### src/rtl/instr_encoder_if.sv
// Handshake/bus bundle for instr_encoder: decoded-field input side, encoded-word output side.
interface instr_encoder_if #(
  parameter int unsigned ADDR_W    = 16,
  parameter int unsigned ERR_CNT_W = 8
);
  logic                 in_valid;
  logic                 in_ready;
  logic [2:0]           in_fmt;
  logic [6:0]           in_opcode;
  logic [4:0]           in_rd;
  logic [4:0]           in_rs1;
  logic [4:0]           in_rs2;
  logic [2:0]           in_funct3;
  logic [6:0]           in_funct7;
  logic [31:0]          in_imm;
  logic                 addr_load;
  logic [ADDR_W-1:0]    addr_base;
  logic                 out_valid;
  logic                 out_ready;
  logic [31:0]          out_instr;
  logic [ADDR_W-1:0]    out_addr;
  logic                 out_err;
  logic [ERR_CNT_W-1:0] err_count;

  // Program loader side
  modport master (
    output in_valid, in_fmt, in_opcode, in_rd, in_rs1, in_rs2, in_funct3, in_funct7, in_imm,
    output addr_load, addr_base, out_ready,
    input  in_ready, out_valid, out_instr, out_addr, out_err, err_count
  );

  // Encoder side
  modport slave (
    input  in_valid, in_fmt, in_opcode, in_rd, in_rs1, in_rs2, in_funct3, in_funct7, in_imm,
    input  addr_load, addr_base, out_ready,
    output in_ready, out_valid, out_instr, out_addr, out_err, err_count
  );
endinterface

### src/rtl/instr_encoder.sv
// RV32I instruction encoder with immediate range check, 2-entry output buffer and address tagging.
// Optional macro INSTR_ENC_DROP_ERR_EN: erroneous words are counted but discarded instead of emitted.
module instr_encoder #(
  parameter int unsigned ADDR_W    = 16,
  parameter int unsigned ERR_CNT_W = 8
) (
  input  logic            clk,
  input  logic            rst_n,
  instr_encoder_if.slave  bus
);

  localparam int unsigned INSTR_W = 32;
  localparam int unsigned CNT_W   = 2;
  localparam logic [2:0] FMT_R = 3'd0;
  localparam logic [2:0] FMT_I = 3'd1;
  localparam logic [2:0] FMT_S = 3'd2;
  localparam logic [2:0] FMT_B = 3'd3;
  localparam logic [2:0] FMT_U = 3'd4;
  localparam logic [2:0] FMT_J = 3'd5;
  localparam logic [INSTR_W-1:0] NOP = 32'h0000_0013;

  typedef struct packed {
    logic [INSTR_W-1:0] instr;
    logic [ADDR_W-1:0]  addr;
    logic               err;
  } entry_t;

  logic [CNT_W-1:0]     count_q, count_d;
  entry_t               head_q, head_d;
  entry_t               tail_q, tail_d;
  logic                 out_valid_q, out_valid_d;
  logic [ADDR_W-1:0]    addr_q, addr_d;
  logic [ERR_CNT_W-1:0] err_cnt_q, err_cnt_d;

  logic [INSTR_W-1:0]   imm;
  logic [INSTR_W-1:0]   instr_c;
  logic                 err_c;
  logic                 drop_c;
  logic                 accept_c;
  logic                 push_c;
  logic                 pop_c;
  logic [ADDR_W-1:0]    word_addr_c;
  entry_t               entry_new_c;

  assign imm = bus.in_imm;

  // Field packing and immediate range check
  always_comb begin
    instr_c = NOP;
    err_c   = 1'b1;
    case (bus.in_fmt)
      FMT_R: begin
        instr_c = {bus.in_funct7, bus.in_rs2, bus.in_rs1, bus.in_funct3, bus.in_rd, bus.in_opcode};
        err_c   = 1'b0;
      end
      FMT_I: begin
        instr_c = {imm[11:0], bus.in_rs1, bus.in_funct3, bus.in_rd, bus.in_opcode};
        err_c   = !((&imm[31:11]) || !(|imm[31:11]));
      end
      FMT_S: begin
        instr_c = {imm[11:5], bus.in_rs2, bus.in_rs1, bus.in_funct3, imm[4:0], bus.in_opcode};
        err_c   = !((&imm[31:11]) || !(|imm[31:11]));
      end
      FMT_B: begin
        instr_c = {imm[12], imm[10:5], bus.in_rs2, bus.in_rs1, bus.in_funct3,
                   imm[4:1], imm[11], bus.in_opcode};
        err_c   = !((&imm[31:12]) || !(|imm[31:12])) || imm[0];
      end
      FMT_U: begin
        instr_c = {imm[31:12], bus.in_rd, bus.in_opcode};
        err_c   = |imm[11:0];
      end
      FMT_J: begin
        instr_c = {imm[20], imm[10:1], imm[11], imm[19:12], bus.in_rd, bus.in_opcode};
        err_c   = !((&imm[31:20]) || !(|imm[31:20])) || imm[0];
      end
      default: begin
        instr_c = NOP;
        err_c   = 1'b1;
      end
    endcase
  end

`ifdef INSTR_ENC_DROP_ERR_EN
  assign drop_c = err_c;
`else
  assign drop_c = 1'b0;
`endif

  // Occupancy-only ready keeps out_ready off the input timing path
  assign bus.in_ready = (count_q < CNT_W'(2));

  assign accept_c    = bus.in_valid && bus.in_ready;
  assign push_c      = accept_c && !drop_c;
  assign pop_c       = out_valid_q && bus.out_ready;
  assign word_addr_c = bus.addr_load ? bus.addr_base : addr_q;

  always_comb begin
    entry_new_c.instr = instr_c;
    entry_new_c.addr  = word_addr_c;
`ifdef INSTR_ENC_DROP_ERR_EN
    entry_new_c.err   = 1'b0;
`else
    entry_new_c.err   = err_c;
`endif
  end

  // Next-state: buffer shift, address counter, error counter
  always_comb begin
    count_d     = count_q;
    head_d      = head_q;
    tail_d      = tail_q;
    addr_d      = addr_q;
    err_cnt_d   = err_cnt_q;
    out_valid_d = out_valid_q;

    if (push_c) begin
      addr_d = word_addr_c + ADDR_W'(4);
    end else if (bus.addr_load) begin
      addr_d = bus.addr_base;
    end

    if (accept_c && err_c && (err_cnt_q != {ERR_CNT_W{1'b1}})) begin
      err_cnt_d = err_cnt_q + ERR_CNT_W'(1);
    end

    // Head only moves on pop; when the buffer drains it keeps its last contents
    if (pop_c && (count_q == CNT_W'(2))) begin
      head_d = tail_q;
    end

    if (push_c) begin
      if ((count_q == CNT_W'(0)) || ((count_q == CNT_W'(1)) && pop_c)) begin
        head_d = entry_new_c;
      end else begin
        tail_d = entry_new_c;
      end
    end

    count_d     = CNT_W'(count_q + CNT_W'(push_c) - CNT_W'(pop_c));
    out_valid_d = (count_d != CNT_W'(0));
  end

  always_ff @(posedge clk or negedge rst_n) begin
    if (!rst_n) begin
      count_q     <= '0;
      head_q      <= '0;
      tail_q      <= '0;
      out_valid_q <= 1'b0;
      addr_q      <= '0;
      err_cnt_q   <= '0;
    end else begin
      count_q     <= count_d;
      head_q      <= head_d;
      tail_q      <= tail_d;
      out_valid_q <= out_valid_d;
      addr_q      <= addr_d;
      err_cnt_q   <= err_cnt_d;
    end
  end

  assign bus.out_valid = out_valid_q;
  assign bus.out_instr = head_q.instr;
  assign bus.out_addr  = head_q.addr;
  assign bus.out_err   = head_q.err;
  assign bus.err_count = err_cnt_q;

endmodule

### src/flat_wrapper.sv
// flat-port wrapper written by rule: the top's interface ports become plain ports
module instr_encoder_flat 
#(
  parameter int unsigned ADDR_W    = 16,
  parameter int unsigned ERR_CNT_W = 8
)
  (clk, rst_n, bus_in_valid, bus_in_fmt, bus_in_opcode, bus_in_rd, bus_in_rs1, bus_in_rs2, bus_in_funct3, bus_in_funct7, bus_in_imm, bus_addr_load, bus_addr_base, bus_out_ready, bus_in_ready, bus_out_valid, bus_out_instr, bus_out_addr, bus_out_err, bus_err_count);
  instr_encoder_if #(.ADDR_W(ADDR_W), .ERR_CNT_W(ERR_CNT_W)) bus_i ();
  input  logic clk;
  input  logic rst_n;
  input wire logic [$bits(bus_i.in_valid)-1:0] bus_in_valid;
  input wire logic [$bits(bus_i.in_fmt)-1:0] bus_in_fmt;
  input wire logic [$bits(bus_i.in_opcode)-1:0] bus_in_opcode;
  input wire logic [$bits(bus_i.in_rd)-1:0] bus_in_rd;
  input wire logic [$bits(bus_i.in_rs1)-1:0] bus_in_rs1;
  input wire logic [$bits(bus_i.in_rs2)-1:0] bus_in_rs2;
  input wire logic [$bits(bus_i.in_funct3)-1:0] bus_in_funct3;
  input wire logic [$bits(bus_i.in_funct7)-1:0] bus_in_funct7;
  input wire logic [$bits(bus_i.in_imm)-1:0] bus_in_imm;
  input wire logic [$bits(bus_i.addr_load)-1:0] bus_addr_load;
  input wire logic [$bits(bus_i.addr_base)-1:0] bus_addr_base;
  input wire logic [$bits(bus_i.out_ready)-1:0] bus_out_ready;
  output wire logic [$bits(bus_i.in_ready)-1:0] bus_in_ready;
  output wire logic [$bits(bus_i.out_valid)-1:0] bus_out_valid;
  output wire logic [$bits(bus_i.out_instr)-1:0] bus_out_instr;
  output wire logic [$bits(bus_i.out_addr)-1:0] bus_out_addr;
  output wire logic [$bits(bus_i.out_err)-1:0] bus_out_err;
  output wire logic [$bits(bus_i.err_count)-1:0] bus_err_count;
  assign bus_i.in_valid = bus_in_valid;
  assign bus_i.in_fmt = bus_in_fmt;
  assign bus_i.in_opcode = bus_in_opcode;
  assign bus_i.in_rd = bus_in_rd;
  assign bus_i.in_rs1 = bus_in_rs1;
  assign bus_i.in_rs2 = bus_in_rs2;
  assign bus_i.in_funct3 = bus_in_funct3;
  assign bus_i.in_funct7 = bus_in_funct7;
  assign bus_i.in_imm = bus_in_imm;
  assign bus_i.addr_load = bus_addr_load;
  assign bus_i.addr_base = bus_addr_base;
  assign bus_i.out_ready = bus_out_ready;
  assign bus_in_ready = bus_i.in_ready;
  assign bus_out_valid = bus_i.out_valid;
  assign bus_out_instr = bus_i.out_instr;
  assign bus_out_addr = bus_i.out_addr;
  assign bus_out_err = bus_i.out_err;
  assign bus_err_count = bus_i.err_count;
  instr_encoder #(.ADDR_W(ADDR_W), .ERR_CNT_W(ERR_CNT_W)) u_core (.clk(clk), .rst_n(rst_n), .bus(bus_i));
endmodule
### config.mk
export PLATFORM = sky130hd
export DESIGN_NAME = instr_encoder_flat
export DESIGN_NICKNAME = d
export VERILOG_FILES = /design/src/rtl/instr_encoder_if.sv /design/src/rtl/instr_encoder.sv /design/src/flat_wrapper.sv
export SDC_FILE = /design/constraint.sdc
export NUM_CORES = 1
export LEC_CHECK = 0
export CORE_UTILIZATION = 50
export DETAILED_ROUTE_END_ITERATION = 8
export GPL_TIMING_DRIVEN = 0
export MAX_ROUTING_LAYER = met4
export PLACE_DENSITY = 0.81
export SLEW_MARGIN = 20
export SYNTH_ARGS = -nofsm -noshare
export SYNTH_HDL_FRONTEND = slang
export SYNTH_SLANG_ARGS = --single-unit
### constraint.sdc
create_clock -name clk -period 2 [get_ports clk]
set_input_delay 0.2 -clock clk [delete_from_list [all_inputs] [get_ports clk]]
set_output_delay 0.2 -clock clk [all_outputs]
set_load 0.01 [all_outputs]
==> results by group, run 1 <==
Setup path
  – R2R depth: 6
  – Critical path arrival: between 2 and 2.5 ns
  – Setup crit start kind: primary input
  – Worst reg2reg path endpoint: u_core.tail_q[8]
  – R2r startpoint: u_core.count_q[1]
  – Crit path kind: in -> reg
  – Worst-path fanout max: 8
  – CP required: roughly 2.3 ns
  – Worst Setup SP: bus_in_imm[19]
  – Critical Path Sink Type: register
  – Flop2flop setup slack: roughly 0.14 ns
  – Crit path capture: u_core.bus.err_count[6]

Yosys
  – Seq/Total Area, Yosys: 0.505
  – Mean post-synth cell area: roughly 10 um^2
  – Count of different cell masters after synthesis: 38
  – EDFF count, synth: 0
  – Synth warn: 0
  – FF+latch count, synth: about 130
  – Post-synthesis cell count: between 600 and 700
  – Synthesized area: a little over 6000 um^2
  – Async SR Flop Fraction: 1.00
  – Most used DFF post-synth: dfrtp_1
  – Synth Net Count: 714

STA
  – Final Setup Violations: 0
  – Worst Tran Pin Value: between 0.5 and 0.6 ns
  – Final Hold Viols: 0
  – Max-slew headroom: 0.605
  – Clock Skew: between 0.007 and 0.008 ns
  – RSZ-0062 raised after global routing: false
  – Fin crit period: a little under 2 ns
  – Max-slew violations: 0
  – Setup_tns: 0 ns
  – Final Cycle Share: 0.979
  – Peak Freq: just over 0.5 GHz

GRT
  – Antenna violations before repair: 0
  – Largest net degree at the start of global routing: 86
  – Grt ovf: 0
  – Vias in the first global route: 5573
  – Global-route wire length before repair: around 28000 um
  – GR Util All Layers: 0.299

Route
  – Total iterations of the first detailed-routing run: 5
  – Initial DRC count: 387
  – Drt drc: 0
  – Post-route antenna net violation count: 0
  – Routed len/inst: approximately 18 um
  – Routed Wire Length: 17700 um
  – DR vias/cell: about 5.6
  – DR vias: roughly 5.4k

Clock network
  – Clock slew at the register clock pins of the worst setup and hold paths: ~0.06 ns
  – Clk_lat worst skew: roughly 0.42 ns
  – CTS buffer count: 17
  – CTS tree: yes
  – Root Buffer Master: clkbuf_16
  – H-Tree Depth: 4
  – Clock sinks: roughly 130
  – Clk buf depth: 2

Die
  – Starting Density: 0.514
  – Chip height: 113 um
  – Rows: 40
  – Die Wd: 113 um
  – I/O pins: about 150
  – Die area: roughly 13000 um^2
  – Core area: 12100 um^2

Pwr
  – PwrDens: 1380 nW/um^2
  – Overall power: about 0.012 W
  – Leak pwr: approximately 3.8 nW
  – VDD IR max: 0.814 mV

Placement
  – GP Congestion: 0.920
  – Post-Place Cells: roughly 930
  – Number of port buffers: 142
  – Hpwl dp: 12600 um

Finish
  – Most frequent cells in the layout: 134 x clkdlybuf4s50_1, 125 x dfrtp_1, 73 x nand2_1
  – Post-layout util: 0.712
  – # diodes: 0
  – Layout cells sized above 1: 0.147
  – Non-filler instance count after layout: around 970
  – Area grow syn2layout: 38.5%
  – Commonest non-fill, non-tap cell in the layout: clkdlybuf4s50_1
  – Nets: 880

Job
  – Max_cap viols: 0

Hold path
  – Hold WC Path Type: in -> reg
  – Hold_sp: bus_in_imm[14]

Outcome
  – Status: finished, final reports clean
==> how the worst min path moves through the flow <==
stage          slack (ns)  cells after the start                        to
3_3_place_gp         0.46                      2         u_core.tail_q[31]
5_1_grt              0.30                      3  u_core.bus.out_instr[14]
6_report             0.21                      3  u_core.bus.out_instr[14]
4_1_cts              0.28                      2  u_core.bus.out_instr[16]
3_5_place_dp         0.14                      1  u_core.bus.out_instr[16]
2_1_floorplan        -0.1                      0          u_core.addr_q[0]
==> area by class of cell <==
type,instances,area [um^2]
Multi-Input combinational cell,449,2920
Clock buffer,22,484
Sequential cell,125,3130
Fill cell,857,3480
Clock inverter,10,111
Timing Repair Buffer,147,1510
Tap cell,168,210
Inverter,10,41.3
Buffer,38,178
==> critical path: stages <==
cell and delay (ns):
clkdlybuf4s50_1 0.44, nor4_1 0.30, nand2_1 0.13, o31a_1 0.33
a221oi_4 0.28, buf_12 0.17, a211oi_2 0.08, mux2_4 0.31
==> state kept, by name, indices dropped and copies added (netlist names) <==
signal	flops
u_core.tail_q	49
u_core.bus.out_instr	32
u_core.addr_q	16
u_core.bus.out_addr	16
u_core.bus.err_count	8
u_core.count_q	2
u_core.bus.out_err	1
u_core.bus.out_valid	1
==> metrics by stage <==
stage | hold slack, ns | setup slack [ns] | instance area [um^2]
2_1_floorplan | -0.0956 | 0.226 | 6200
3_5_place_dp | 0.144 | -0.498 | 7860
6_report | 0.212 | 0.0414 | 8580
3_3_place_gp | 0.458 | -3.89 | 7830
4_1_cts | 0.278 | 0.000877 | 8500
5_1_grt | 0.305 | 0.00290 | 8580
==> cells in the mapped netlist, drive strengths merged, types with 7 or more instances <==
| library cell | n | area, um^2 |
|---|---|---|
| a211oi | 8 | 65.1 |
| nand4 | 7 | 43.8 |
| xor2 | 10 | 87.6 |
| nor2b | 17 | 106 |
| buf | 11 | 51.3 |
| nand2 | 73 | 274 |
| a21oi | 57 | 289 |
| o21ai | 73 | 365 |
| nand3 | 17 | 85.1 |
| mux2i | 41 | 410 |
| nor2 | 52 | 195 |
| inv | 9 | 33.8 |
| xnor2 | 12 | 105 |
| mux2 | 47 | 537 |
| nor4 | 10 | 81.3 |
| clkbuf | 27 | 101 |
| dfrtp | 125 | 3130 |
==> layer usage <==
metal | track usage | vias up | routed length, um
li1 | - | 2504 | -
met3 | 0.0471 | 36 | 835
met4 | 0.131 | 0 | 471
met5 | - | - | 0
met2 | 0.500 | 216 | 9020
met1 | 0.358 | 2676 | 7420
==> logic make-up (layout without fill, tap and decap cells) <==
| logic type | after synthesis | in the layout | synth area share |
|---|---|---|---|
| buffers and inverters | 48 | 227 | 0.0307 |
| flip-flops | 125 | 125 | 0.505 |
| AO/OA/AOI/OAI | 147 | 147 | 0.134 |
| adder cells (fa/ha/maj) | 4 | 4 | 0.00807 |
| multiplexers | 88 | 88 | 0.153 |
| AND/OR/NAND/NOR | 188 | 188 | 0.139 |
| XOR/XNOR | 22 | 22 | 0.0311 |
==> power breakdown <==
part | switching (W) | leakage [nW] | internal, W
Clock | 0.00110 | 0.288 | 0.00196
Sequential | 0.000673 | 1.53 | 0.00364
Combinational | 0.00218 | 1.94 | 0.00227
==> repair_timing <==
action | CTS | global route
gates resized for setup | 10 | 25
hold buffers | 1 | 0
hold endpoints to repair | 40 | 0
setup buffers | 1 | 2
pin swaps | 1 | 8
endpoints found under the setup margin | 77 | 78
Note: power is estimated with default switching activity, not from simulation.
==> run 2, diff against run 1 <==
- CORE_UTILIZATION: 50 -> 45
- HOLD_SLACK_MARGIN: not set -> 0.06
- PLACE_DENSITY: 0.81 -> not set
- PLACE_DENSITY_LB_ADDON: not set -> 0.25
- clock period: 2 -> 1.7 ns (I/O delays scaled with it)
==> run 2 against run 1 <==
Effect of this change:
- clock skew decreased by 0.0013 ns
- non-clock buffer count increased by 7
- combinational power increased by 24%
- via count decreased by 1.5%
- sequential share of layout area decreased by 0.64 points
- critical path depth decreased by 2
- design area increased by 1.8%
- setup slack got worse by 0.00084 ns
- register-to-register slack got worse by 0.099 ns
- cell count increased by 1.5%
- largest cell class unchanged
==> results by group, run 2 (synthesized netlist as in run 1, its figures left out) <==
Outcome
  – Status: finished, final reports clean (unchanged)

Setup path
  – Max incr delay on CP: 0.42 ns (was 0.44 ns)
  – Worst-path fanout max: 10 (was 8)
  – CP required: 1.98 ns (was 2.30 ns)
  – R2R depth: 6 (unchanged)
  – Critical path arrival: 1.94 ns (was 2.26 ns)
  – Critical Path Sink Type: register (unchanged)
  – Flop2flop setup slack: 0.04 ns (was 0.14 ns)
  – Setup crit start kind: register (was primary input)
  – Crit path kind: reg -> reg (was in -> reg)
  – Worst reg2reg path endpoint: u_core.bus.out_instr[22] (was u_core.tail_q[8])
  – Cell breakdown of the critical path: inv_1 > nand3_1 > buf_4 > mux2_2 > nor2_1 > a21oi_1 (was clkdlybuf4s50_1 > nor4_1 > nand2_1 > o31a_1 > a221oi_4 > buf_12 > a211oi_2 > mux2_4)
  – Slowest cell on crit path: dfrtp_1 (was clkdlybuf4s50_1)
  – R2r startpoint: u_core.count_q[0] (was u_core.count_q[1])
  – Worst Setup SP: u_core.count_q[0] (was bus_in_imm[19])

Clock network
  – Clk buf depth: 2 (unchanged)
  – Clk_lat worst skew: 0.41 ns (was 0.42 ns)
  – Clock slew at the register clock pins of the worst setup and hold paths: 0.05 ns (was 0.06 ns)
  – CTS buffer count: 17 (unchanged)
  – Clock sinks: 125 (unchanged)
  – H-Tree Depth: 4 (unchanged)
  – CTS tree: yes (unchanged)
  – Root Buffer Master: clkbuf_16 (unchanged)

STA
  – Final Hold Viols: 0 (unchanged)
  – Fin crit period: 1.66 ns
  – Hold Slack: 0.161 ns (was 0.212 ns)
  – Max-slew violations: 0 (unchanged)
  – Final Cycle Share: 0.976
  – Clock Skew: 0.00600 ns (was 0.00734 ns)
  – Max-slew headroom: 0.647 (was 0.605)
  – Peak Freq: 0.603 GHz
  – Final Setup Violations: 0 (unchanged)
  – Fin worst setup slack: 0.0406 ns (was 0.0414 ns)
  – Worst Tran Pin Value: 0.514 ns (was 0.592 ns)
  – RSZ-0062 raised after global routing: true (was false)

Job
  – Max_cap viols: 0 (unchanged)

GRT
  – Antenna violations before repair: 0 (unchanged)
  – Grt ovf: 0 (unchanged)
  – Met2 usage: 0.424 (was 0.500)
  – Vias in the first global route: 5526 (was 5573)
  – Global-route wire length before repair: 27800 um (was 28200 um)
  – Met3 Track Usage GR: 0.0522 (was 0.0471)
  – Largest net degree at the start of global routing: 75 (was 86)
  – GR Util met1: 0.320 (was 0.358)
  – GR peak layer: met2 (unchanged)
  – GR Util All Layers: 0.262 (was 0.299)

Finish
  – Commonest non-fill, non-tap cell in the layout: dfrtp_1 (was clkdlybuf4s50_1)
  – Nets: 887 (was 880)
  – Max FFs per register: 49 (unchanged)
  – Register bank with the most flops: u_core.tail_q (unchanged)
  – Fillers: 1068 (was 857)
  – Layout cells sized above 1: 0.192 (was 0.147)
  – Most frequent cells in the layout: 125 x dfrtp_1, 111 x clkdlybuf4s50_1, 72 x o21ai_0 (was 134 x clkdlybuf4s50_1, 125 x dfrtp_1, 73 x nand2_1)
  – Area grow syn2layout: 40.9% (was 38.5%)
  – Post-layout util: 0.654 (was 0.712)
  – # diodes: 0 (unchanged)

Die
  – Chip height: 119 um (was 113 um)
  – Rows: 42 (was 40)
  – Die area: 14200 um^2 (was 12800 um^2)
  – Core area: 13300 um^2 (was 12100 um^2)
  – Starting Density: 0.464 (was 0.514)
  – I/O pins: 147 (unchanged)
  – Die Wd: 119 um (was 113 um)

Placement
  – Hpwl dp: 12500 um (was 12600 um)
  – GP Congestion: 0.906 (was 0.920)
  – Post-Place Worst Slack: -0.785 ns (was -0.498 ns)
  – Number of port buffers: 142 (unchanged)

Hold path
  – Hold_sp: bus_in_imm[15] (was bus_in_imm[14])
  – Hold WC Path Type: in -> reg (unchanged)
  – Hold Path Stages: 3 (unchanged)
  – Endpoint, Worst Hold: u_core.bus.out_instr[15] (was u_core.bus.out_instr[14])

Pwr
  – Leak pwr: 3.87 nW (was 3.76 nW)
  – VDD IR max: 0.894 mV (was 0.814 mV)
  – PwrDens: 1620 nW/um^2 (was 1380 nW/um^2)

Route
  – Post-route antenna net violation count: 0 (unchanged)
  – DR vias/cell: 5.44 (was 5.61)
  – Initial DRC count: 281 (was 387)
  – Routed len/inst: 17.8 um (was 18.3 um)
  – DR vias: 5353 (was 5432)
  – Total iterations of the first detailed-routing run: 5 (unchanged)
  – Routed Wire Length: 17500 um (was 17700 um)
  – Drt drc: 0 (unchanged)
==> run 2: changes by cell type in the layout (fill, tap and decap cells not counted), moves of 7 or more <==
cell,change
clkbuf_2,+10
buf_4,+9
clkbuf_1,-7
clkdlybuf4s50_1,-23
dlygate4sd2_1,+13
==> run 2: layer usage <==
| metal | routed length [um] | up-vias |
|---|---|---|
| li1 | - | 2515 |
| met1 | 7440 | 2627 |
| met2 | 8770 | 179 |
| met3 | 901 | 32 |
| met4 | 422 | 0 |
| met5 | 0 | - |
==> run 2: where the power goes <==
part / internal [W] / leakage [nW] / switching (W)
combinational: 0.00290 / 2.05 / 0.00262
clock: 0.00226 / 0.285 / 0.00129
sequential: 0.00428 / 1.53 / 0.000781
total: 0.00944 / 3.87 / 0.00469
==> run 2: critical path, delay by kind of cell (launching register included) <==
| family | cells | cell delay [ns] |
|---|---|---|
| buffers and inverters | 2 | 0.36 |
| muxes | 1 | 0.36 |
| and+or+nand+nor | 2 | 0.32 |
| DFF | 1 | 0.42 |
| AOI/OAI and AO/OA | 1 | 0.07 |
==> run 2: metrics by stage <==
step / TNS [ns] / instances / instance area (um^2) / total power, W
6_report: 0 / 984 / 8730 / 0.0141
5_1_grt: -0.00621 / 984 / 8730 / 0.0149
4_1_cts: 0 / 979 / 8610 / 0.0139
3_5_place_dp: -56.39 / 941 / 7890 / 0.0101
3_3_place_gp: -584.97 / 940 / 7860 / 0.00990
2_1_floorplan: -1.05 / 622 / 6220 / 0.00769
==> run 2: worst max path at each step <==
| stage | end | slack, ns | cells after the start |
|---|---|---|---|
| global placement | u_core.bus.err_count[4] | -4.25 | 1 |
| CTS | u_core.bus.err_count[1] | 0.004 | 7 |
| detailed placement | u_core.bus.err_count[1] | -0.79 | 7 |
| floorplan | u_core.bus.out_instr[14] | -0.05 | 6 |
| global route | u_core.bus.out_instr[22] | -0.004 | 7 |
| finish | u_core.bus.out_instr[22] | 0.04 | 6 |
==> run 2: what timing repair did <==
item,in CTS,in global routing
endpoints found under the hold margin,51,0
hold buffers,1,0
gates resized for setup,61,58
setup buffers,5,5
endpoints found under the setup margin,109,97
pin swaps,13,17
==> run 2: area by class of cell <==
cell class	instances	area [um^2]	area share
multi-input cells	449	3020	0.346
clock inverters	11	116	0.0133
inverters	10	42.5	0.00487
well taps	176	220	0.0252
plain buffers	38	216	0.0248
clock buffers	21	470	0.0539
flip-flops and latches	125	3130	0.358
repair buffers	154	1520	0.174
==> run 3, diff against run 2 <==
- CORE_MARGIN: not set -> 4
==> run 3 against run 2 <==
Effect of this change:
- power increased by 0.19%
- via count down 0.75%
- maximum frequency increased by 0.33%
- register-to-register slack is essentially flat
- highest routed layer unchanged
- clock power about the same
- global-route usage decreased by 3.0 points
- cell count fell by 0.41%
- sequential power barely moved
- clock-buffer cell count is 3 higher
- core utilization up 0.19 points
- hold slack better by 0.061 ns
- critical path type unchanged
==> results by group, run 3 (synthesized netlist as in run 1, its figures left out) <==
Setup path
  – CP required: 1.99 ns (was 1.98 ns)
  – Max incr delay on CP: 0.39 ns (was 0.42 ns)
  – Setup crit start kind: register (unchanged)
  – Worst-path fanout max: 2 (was 10)
  – R2r startpoint: u_core.bus.out_valid (was u_core.count_q[0])
  – Critical path arrival: 1.94 ns (about the same)
  – Cell breakdown of the critical path: nand2_2 > inv_2 > ha_4 > inv_2 > ha_4 > xnor2_4 > xnor2_2 > or2_4 (was inv_1 > nand3_1 > buf_4 > mux2_2 > nor2_1 > a21oi_1)
  – R2R depth: 8 (was 6)
  – Flop2flop setup slack: 0.05 ns (was 0.04 ns)
  – Crit path max-delay family: adder cells (was flip-flops)
  – Slowest cell on crit path: dfrtp_1 (unchanged)
  – Critical Path Sink Type: register (unchanged)
  – Worst reg2reg path endpoint: u_core.bus.out_valid (was u_core.bus.out_instr[22])
  – WP buf/inv: 2 (unchanged)
  – Crit path kind: reg -> reg (unchanged)

Route
  – Post-route antenna net violation count: 0 (unchanged)
  – Routed Wire Length: 17600 um (was 17500 um)
  – DR vias: 5313 (was 5353)
  – Drt drc: 0 (unchanged)
  – Initial DRC count: 331 (was 281)
  – DR vias/cell: 5.42 (was 5.44)
  – Routed len/inst: 17.9 um (was 17.8 um)
  – Total iterations of the first detailed-routing run: 5 (unchanged)

Clock network
  – Clk buf depth: 2 (unchanged)
  – Clock sinks: 125 (unchanged)
  – H-Tree Depth: 4 (unchanged)
  – Root Buffer Master: clkbuf_16 (unchanged)
  – CTS buffer count: 17 (unchanged)
  – CTS tree: yes (unchanged)
  – Clock slew at the register clock pins of the worst setup and hold paths: 0.05 ns (about the same)
  – Clk_lat worst skew: 0.41 ns (about the same)

Hold path
  – Hold Path Stages: 3 (unchanged)
  – Endpoint, Worst Hold: u_core.bus.out_instr[11] (was u_core.bus.out_instr[15])
  – Hold WC Path Type: in -> reg (unchanged)
  – Hold_sp: bus_in_imm[4] (was bus_in_imm[15])

Finish
  – # diodes: 0 (unchanged)
  – Commonest non-fill, non-tap cell in the layout: dfrtp_1 (unchanged)
  – Area grow syn2layout: 41.3% (was 40.9%)
  – Layout cells sized above 1: 0.194 (was 0.192)
  – Most frequent cells in the layout: 124 x dfrtp_1, 111 x clkdlybuf4s50_1, 72 x o21ai_0 (was 125 x dfrtp_1, 111 x clkdlybuf4s50_1, 72 x o21ai_0)
  – Register bank with the most flops: u_core.tail_q (unchanged)
  – Max FFs per register: 49 (unchanged)
  – Nets: 884 (was 887)

STA
  – Peak Freq: 0.605 GHz (was 0.603 GHz)
  – Setup_tns: 0 ns (unchanged)
  – Final Setup Violations: 0 (unchanged)
  – Final Cycle Share: 0.973 (was 0.976)
  – Max-slew headroom: 0.662 (was 0.647)
  – Fin worst setup slack: 0.0460 ns (was 0.0406 ns)
  – Max-slew violations: 0 (unchanged)
  – Worst Tran Pin Value: 0.493 ns (was 0.514 ns)
  – Fin crit period: 1.65 ns (was 1.66 ns)
  – Clock Skew: 0.00809 ns (was 0.00600 ns)
  – Final Hold Viols: 0 (unchanged)
  – RSZ-0062 raised after global routing: true (unchanged)

Die
  – Chip height: 125 um (was 119 um)
  – Rows: 42 (unchanged)
  – Die area: 15700 um^2 (was 14200 um^2)
  – Core area: 13300 um^2 (unchanged)
  – Die Wd: 125 um (was 119 um)
  – Starting Density: 0.464 (unchanged)
  – I/O pins: 147 (unchanged)

Outcome
  – Status: finished, final reports clean (unchanged)

Pwr
  – Leak pwr: 3.85 nW (was 3.87 nW)
  – PwrDens: 1620 nW/um^2 (about the same)
  – VDD IR max: 0.894 mV (about the same)

GRT
  – Largest net degree at the start of global routing: 82 (was 75)
  – Antenna violations before repair: 0 (unchanged)
  – Vias in the first global route: 5561 (was 5526)
  – Global-route wire length before repair: 28300 um (was 27800 um)
  – Grt ovf: 0 (unchanged)
  – GR Util All Layers: 0.232 (was 0.262)

Placement
  – Number of port buffers: 142 (unchanged)
  – Post-Place Worst Slack: -0.820 ns (was -0.785 ns)
  – GP Congestion: 0.898 (was 0.906)
  – Hpwl dp: 13000 um (was 12500 um)

Job
  – Max_cap viols: 0 (unchanged)
[run 3: repair_timing]
item,CTS,global route
gates resized for setup,63,69
pin swaps,12,16
hold buffers,1,0
setup endpoints to repair,108,90
cloned,0,0
buffers inserted,6,1
hold endpoints to repair,44,0
[run 3: how the worst max path moves through the flow]
stage                     depth (start not counted)            startpoint                  endpoint
final                                             8  u_core.bus.out_valid      u_core.bus.out_valid
after global routing                              6     u_core.count_q[1]          u_core.tail_q[7]
after CTS                                         7         bus_in_imm[6]   u_core.bus.err_count[6]
after detailed placement                          6          bus_in_valid   u_core.bus.out_addr[12]
after global placement                            1                 rst_n          u_core.tail_q[5]
after floorplan                                   6     u_core.count_q[1]  u_core.bus.out_instr[14]
[run 3: worst register-to-register path: stages (launching register included)]
cell and delay (ns):
dfrtp_1 0.39, nand2_2 0.09, inv_2 0.06, ha_4 0.26, inv_2 0.04, ha_4 0.17
xnor2_4 0.15, xnor2_2 0.16, or2_4 0.23
[run 3: power by group]
part / switching [W] / internal, W
clock: 0.00122 / 0.00237
sequential: 0.000807 / 0.00428
combinational: 0.00260 / 0.00288
[run 3: metrics by stage]
step	area [um^2]	instances	hold slack [ns]	total power, W	util
finish	8760	980	0.222	0.0142	0.656
global route	8760	980	0.258	0.0150	0.656
CTS	8630	979	0.262	0.0140	0.647
detailed placement	7890	941	0.124	0.0102	0.591
global placement	7860	940	0.458	0.00995	0.589
floorplan	6220	622	-0.126	0.00769	-
[run 3: area by class of cell]
type	count	area, um^2
inverters	10	42.5
repair buffers	151	1490
fillers	1097	4590
plain buffers	38	221
flip-flops and latches	125	3130
clock inverters	7	113
clock buffers	24	472
multi-input cells	449	3080
well taps	176	220
[run 3: routing by layer]
layer	up-vias	track usage	part of all wire
met1	2606	0.295	0.45
met5	-	-	0
met4	0	0.0740	0.019
met2	165	0.370	0.49
li1	2516	-	-
met3	26	0.0546	0.045
